### config.mk
export PLATFORM = sky130hd
export DESIGN_NAME = preg_free_list
export DESIGN_NICKNAME = d
export VERILOG_FILES = /design/src/rtl/preg_free_list.sv
export SDC_FILE = /design/constraint.sdc
export NUM_CORES = 1
export LEC_CHECK = 0
export BUFFER_PORTS_ARGS = -buffer_cell sky130_fd_sc_hd__buf_4
export CAP_MARGIN = 10
export CELL_PAD_IN_SITES_DETAIL_PLACEMENT = 0
export CELL_PAD_IN_SITES_GLOBAL_PLACEMENT = 1
export CORE_UTILIZATION = 25
export CTS_CLUSTER_SIZE = 28
export DETAILED_ROUTE_END_ITERATION = 12
export HOLD_SLACK_MARGIN = 0.15
export MAX_ROUTING_LAYER = met4
export PLACE_DENSITY_LB_ADDON = 0.1
export SETUP_SLACK_MARGIN = 0.5
export SYNTH_ARGS = -nofsm -noshare
export SYNTH_HDL_FRONTEND = slang
export SYNTH_SLANG_ARGS = --single-unit
### constraint.sdc
create_clock -name i_clk -period 11.4 [get_ports i_clk]
set_input_delay 0.57 -clock i_clk [delete_from_list [all_inputs] [get_ports i_clk]]
set_output_delay 0.57 -clock i_clk [all_outputs]
set_load 0.02 [all_outputs]
### src/rtl/preg_free_list.sv
// Circular free list of physical register tags feeding rename allocation.
// Up to two pops and two pushes per cycle; an explicit count separates full from empty.
module preg_free_list #(
    parameter  int unsigned NUM_PREGS = 64,
    parameter  int unsigned NUM_AREGS = 32,
    parameter  int unsigned DEPTH     = NUM_PREGS - NUM_AREGS,
    localparam int unsigned PREG_W    = $clog2(NUM_PREGS),
    localparam int unsigned PTR_W     = $clog2(DEPTH),
    localparam int unsigned CNT_W     = $clog2(DEPTH + 1)
) (
    input  logic              i_clk,
    input  logic              i_rst,
    output logic [PREG_W-1:0] o_free_pregs [0:1],
    output logic [0:1]        o_free_valid,
    input  logic [0:1]        i_alloc_en,
    input  logic [0:1]        i_release_en,
    input  logic [PREG_W-1:0] i_release_preg [0:1],
    output logic [CNT_W-1:0]  o_count,
    output logic              o_stall,
    output logic              o_error
);

    logic [PREG_W-1:0] mem [DEPTH];
    logic [PTR_W-1:0]  head;
    logic [PTR_W-1:0]  tail;
    logic [PTR_W-1:0]  wr_ptr1;
    logic [CNT_W-1:0]  count;
    logic [CNT_W-1:0]  count_next;
    logic [CNT_W-1:0]  after_pop;
    logic [CNT_W-1:0]  room;
    logic [CNT_W-1:0]  n_alloc;
    logic [CNT_W-1:0]  n_rel;
    logic              grant0;
    logic              grant1;
    logic              alloc_err;
    logic              rel_req0;
    logic              rel_req1;
    logic              acc0;
    logic              acc1;
    logic              rel_err;
    logic              error;

    // Grant/accept decisions; releases see the room left after this cycle's pops.
    always_comb begin
        grant0     = 1'b0;
        grant1     = 1'b0;
        alloc_err  = 1'b0;
        rel_req0   = 1'b0;
        rel_req1   = 1'b0;
        acc0       = 1'b0;
        acc1       = 1'b0;
        rel_err    = 1'b0;
        n_alloc    = '0;
        n_rel      = '0;
        after_pop  = count;
        room       = '0;
        wr_ptr1    = tail;
        count_next = count;

        grant0    = i_alloc_en[0] && (count != '0);
        grant1    = i_alloc_en[0] && i_alloc_en[1] && (count > CNT_W'(1));
        alloc_err = (i_alloc_en[1] && !i_alloc_en[0])
                  || (i_alloc_en[0] && !grant0)
                  || (i_alloc_en[0] && i_alloc_en[1] && !grant1);
        n_alloc   = CNT_W'(grant0) + CNT_W'(grant1);
        after_pop = count - n_alloc;
        room      = CNT_W'(DEPTH) - after_pop;

        // preg 0 is the hardwired x0 mapping and never returns to the pool
        rel_req0 = i_release_en[0] && (i_release_preg[0] != '0);
        rel_req1 = i_release_en[1] && (i_release_preg[1] != '0);
        acc0     = rel_req0 && (room != '0);
        acc1     = rel_req1 && (room > CNT_W'(acc0));
        rel_err  = (rel_req0 && !acc0) || (rel_req1 && !acc1);
        n_rel    = CNT_W'(acc0) + CNT_W'(acc1);
        wr_ptr1  = tail + PTR_W'(acc0);

        count_next = after_pop + n_rel;
    end

    // Storage and pointer state; reset reloads the non-architectural pregs in order.
    always_ff @(posedge i_clk) begin
        if (i_rst) begin
            for (int unsigned k = 0; k < DEPTH; k++) begin
                mem[PTR_W'(k)] <= PREG_W'(NUM_AREGS + k);
            end
            head  <= '0;
            tail  <= '0;
            count <= CNT_W'(DEPTH);
            error <= 1'b0;
        end else begin
            if (acc0) mem[tail]    <= i_release_preg[0];
            if (acc1) mem[wr_ptr1] <= i_release_preg[1];
            head  <= head + PTR_W'(n_alloc);
            tail  <= tail + PTR_W'(n_rel);
            count <= count_next;
            if (alloc_err || rel_err) error <= 1'b1;
        end
    end

    assign o_free_pregs[0] = mem[head];
    assign o_free_pregs[1] = mem[head + PTR_W'(1)];
    assign o_free_valid    = {count != '0, count > CNT_W'(1)};
    assign o_count         = count;
    assign o_stall         = count < CNT_W'(2);
    assign o_error         = error;

endmodule

==> Implementation_results.wiki <==
{| class="wikitable"
! Metric !! Value
|-
| Drt wl/cell || 33.1 µm
|-
| Number of violations reported at the end of detailed-routing iteration 0 || 1060
|-
| Number of synthesized register bits || 209
|-
| Sw Share || 40.4%
|-
| Setup total negative slack || 0 ns
|-
| Most frequent standard cell in the layout excluding fill and tap cells || sky130_fd_sc_hd__mux2_2
|-
| Final weighted congestion of routability-driven global placement || 0.793
|-
| Pwr per Cell Area || 186 nW/µm²
|-
| Critical Path Max Stage Delay || 0.93 ns
|-
| Design area || 17100 µm²
|-
| Horizontal die dimension || 246 µm
|-
| Library cells used by synthesis || 58
|-
| Least-Margin Pin Slew || 1.20 ns
|-
| Post-route DRC violation count || 0
|-
| Worst setup skew after layout || 0.0276 ns
|-
| Final worst path period share || 63.9%
|-
| Fraction of layout instances using a drive strength above 1 || 42.3%
|-
| Cells after Synth || 1180
|-
| Cell repeated most along the worst path || sky130_fd_sc_hd__ha_1
|-
| Proportion of register bits with asynchronous set or reset after synthesis || 0%
|-
| Number of antenna cells inserted || 0
|-
| Endpoints failing hold || 0
|-
| Largest net degree at the start of global routing || 165
|-
| Syn_area_per_cell || 12.6 µm²
|-
| Slack of the worst reg-to-reg path || 4.12 ns
|-
| Worst Setup Path Type || reg2reg
|-
| Biggest fanout along the worst timing path || 42
|-
| Cell area after placement || 16200 µm²
|-
| Post-detail-place hpwl || 42.8 mm
|-
| Per-cell via count in the routed design || 5.62
|-
| Largest voltage drop on the vdd net || 188 µV
|-
| Worst Hold Class || in2reg
|-
| Net switching power figure || 1.28 mW
|-
| Syn_nets || 1217
|-
| Via count of the first global-routing pass || 10719
|-
| Leakage power summed over all cells || 5.27 nW
|-
| Via total after detailed routing || 10963
|-
| Syn Std Cell Area || 14900 µm²
|-
| Final wirelength || 64.6 mm
|-
| Initial standard-cell utilization of the core || 25.3%
|-
| Final period demand of the worst path || 7.28 ns
|-
| Result of the run || complete, no violations
|-
| Commonest non-fill, non-tap cells in the layout || sky130_fd_sc_hd__mux2_2, sky130_fd_sc_hd__edfxtp_1, sky130_fd_sc_hd__mux4_2
|-
| Number of buffers on the longest clock path || 3
|-
| Max-slew violation count || 0
|-
| Max-cap violations || 0
|-
| Number of buffers inserted by port buffering || 39
|-
| Clk pwr share || 27.7%
|-
| Global routing usage summed across all routing layers || 21.9%
|-
| CTS buffer count || 28
|-
| Post-synth top area share || 38.6%
|-
| Sequential-to-total area share from yosys stat || 40.9%
|-
| Num ports || 40
|-
| Clock latency on the worst-skew pair || 0.57 ns
|-
| Number of enable-type register cells in the synthesized netlist || 192
|-
| Cell count after placement || 1900
|-
| Slowest cell on the critical path || sky130_fd_sc_hd__a2111oi_4
|-
| Unrepaired setup endpoints after global routing || no
|-
| Root buffer cell || sky130_fd_sc_hd__clkbuf_16
|-
| Wire length of the first global-routing pass || 89.5 mm
|-
| Die Y-Extent || 246 µm
|-
| Proportion of power drawn by flip-flops and latches || 30.1%
|-
| Deepest level of the CTS H-tree || 1
|-
| Clock-pin slew on the worst setup and hold paths || 0.06 ns
|-
| WP data required || 11.86 ns
|-
| Capturing element type of the critical path || flop
|-
| Core region area || 59000 µm²
|-
| Commonest register cell after synthesis || sky130_fd_sc_hd__edfxtp_1
|-
| Number of setup buffers added after CTS || 0
|-
| Number of detailed-routing iterations run before antenna repair || 5
|-
| Arrival time worst endpoint || 7.75 ns
|-
| Final setup vio count || 0
|-
| CTS Hold Buffers Added || 0
|-
| Net count reported at finish || 1194
|-
| Antenna violations before repair || 4
|-
| Clock Sink Count || 209
|-
| Number of standard cells in the final layout excluding fillers || 1952
|-
| # rows || 89
|-
| Upper clock frequency limit || 137 MHz
|-
| Die area || 60700 µm²
|-
| Number of buffer and inverter stages on the critical path || 3
|-
| Delay-heaviest family, CP || adder cells
|-
| Yosys warning total || 0
|-
| Post-cts sizing count || 0
|-
| Element type at the critical path start || flop
|-
| Cell types occupying the most area after synthesis || sky130_fd_sc_hd__edfxtp_1, sky130_fd_sc_hd__mux4_2, sky130_fd_sc_hd__mux2_2
|-
| PnR Total Power || 3.17 mW
|-
| Area leader, netlist || sky130_fd_sc_hd__edfxtp_1
|-
| Worst-case headroom to the max-slew limit || 19.7%
|-
| Growth of design area from synthesis to finish || 14.4%
|-
| TritonCTS clock tree || done
|-
| Total grt overflow || 0
|-
| Post-route ant nets || 0
|-
| Design internal power || 1.89 mW
|-
| Combinational group share of total power || 42.2%
|}
registers in the layout, summed over array words and instances (netlist names):
signal   cells
o_count      6
o_error      1
head         5
mem        192
tail         5
layer usage:
layer  part of all wire, %  global-route usage (%)  routed length [µm]  vias to the layer above
met1                    47                    30.9               30200                     5844
met2                    46                    34.0               30000                      369
li1                      -                       -                   -                     4688
met3                   4.4                    1.66                2840                       62
met4                   2.3                    5.28                1490                        0
met5                     0                       -                   0                        -
synth_stat cells, types with 11 or more instances:
cell                         n
sky130_fd_sc_hd__a211o_1    24
sky130_fd_sc_hd__a21oi_1    13
sky130_fd_sc_hd__and3_1     82
sky130_fd_sc_hd__buf_1      16
sky130_fd_sc_hd__clkbuf_1   99
sky130_fd_sc_hd__dfxtp_1    17
sky130_fd_sc_hd__edfxtp_1  192
sky130_fd_sc_hd__ha_1       15
sky130_fd_sc_hd__inv_1      16
sky130_fd_sc_hd__mux2_2    197
sky130_fd_sc_hd__mux4_2    120
sky130_fd_sc_hd__nand2_1    41
sky130_fd_sc_hd__nand2b_1   11
sky130_fd_sc_hd__nand3_1   112
sky130_fd_sc_hd__nor2_1     39
sky130_fd_sc_hd__nor3_1     23
sky130_fd_sc_hd__nor3_2     18
sky130_fd_sc_hd__nor4_1     13
path summary, 6_finish.rpt:
| check | cells after the start | endpoint | from |
|---|---|---|---|
| max | 27 | o_count[4]$_SDFF_PP0_ | o_count[2]$_SDFF_PP0_ |
| min | 2 | tail[1]$_SDFF_PP0_ | i_rst |
| max reg2reg | 27 | o_count[4]$_SDFF_PP0_ | o_count[2]$_SDFF_PP0_ |
| min reg2reg | 2 | o_error$_SDFFE_PP0P_ | o_error$_SDFFE_PP0P_ |
area by class of cell:
type,count,area (µm²)
fill,6026,41900
multi-input combinational,832,8510
sequential,209,6110
tap,773,967
clock buffer,30,729
timing repair buffer,70,538
clock inverter,22,156
inverter,16,60.1
per-stage QoR:
stage               setup slack [ns]  utilization, %  hold WS [ns]
CTS                             4.13            28.9         0.323
detailed placement              4.14            27.4         0.600
floorplan                       3.81               -         0.586
global placement                4.18            27.4         0.604
global route                    3.60            28.9         0.348
finish                          4.12            28.9         0.331
power by group through the flow:
stage / clock network, mW / registers [mW] / logic (mW)
after floorplan: 0 / 0.934 / 0.834
after global placement: 0 / 0.973 / 1.37
after detailed placement: 0 / 0.974 / 1.35
after CTS: 0.892 / 0.958 / 1.36
after global routing: 0.917 / 0.967 / 1.42
final: 0.878 / 0.957 / 1.34
kinds of logic (layout without fill, tap and decap cells):
group | count (synthesis) | count (layout) | share of synthesized area [%]
simple gates | 390 | 390 | 15.0
flops | 209 | 209 | 40.9
buf+inv | 139 | 138 | 3.56
fa+ha+maj | 19 | 19 | 1.79
mux | 317 | 317 | 33.0
xor+xnor | 14 | 14 | 0.822
compound gates | 92 | 92 | 4.98
Power figures use the tool's default switching activity.
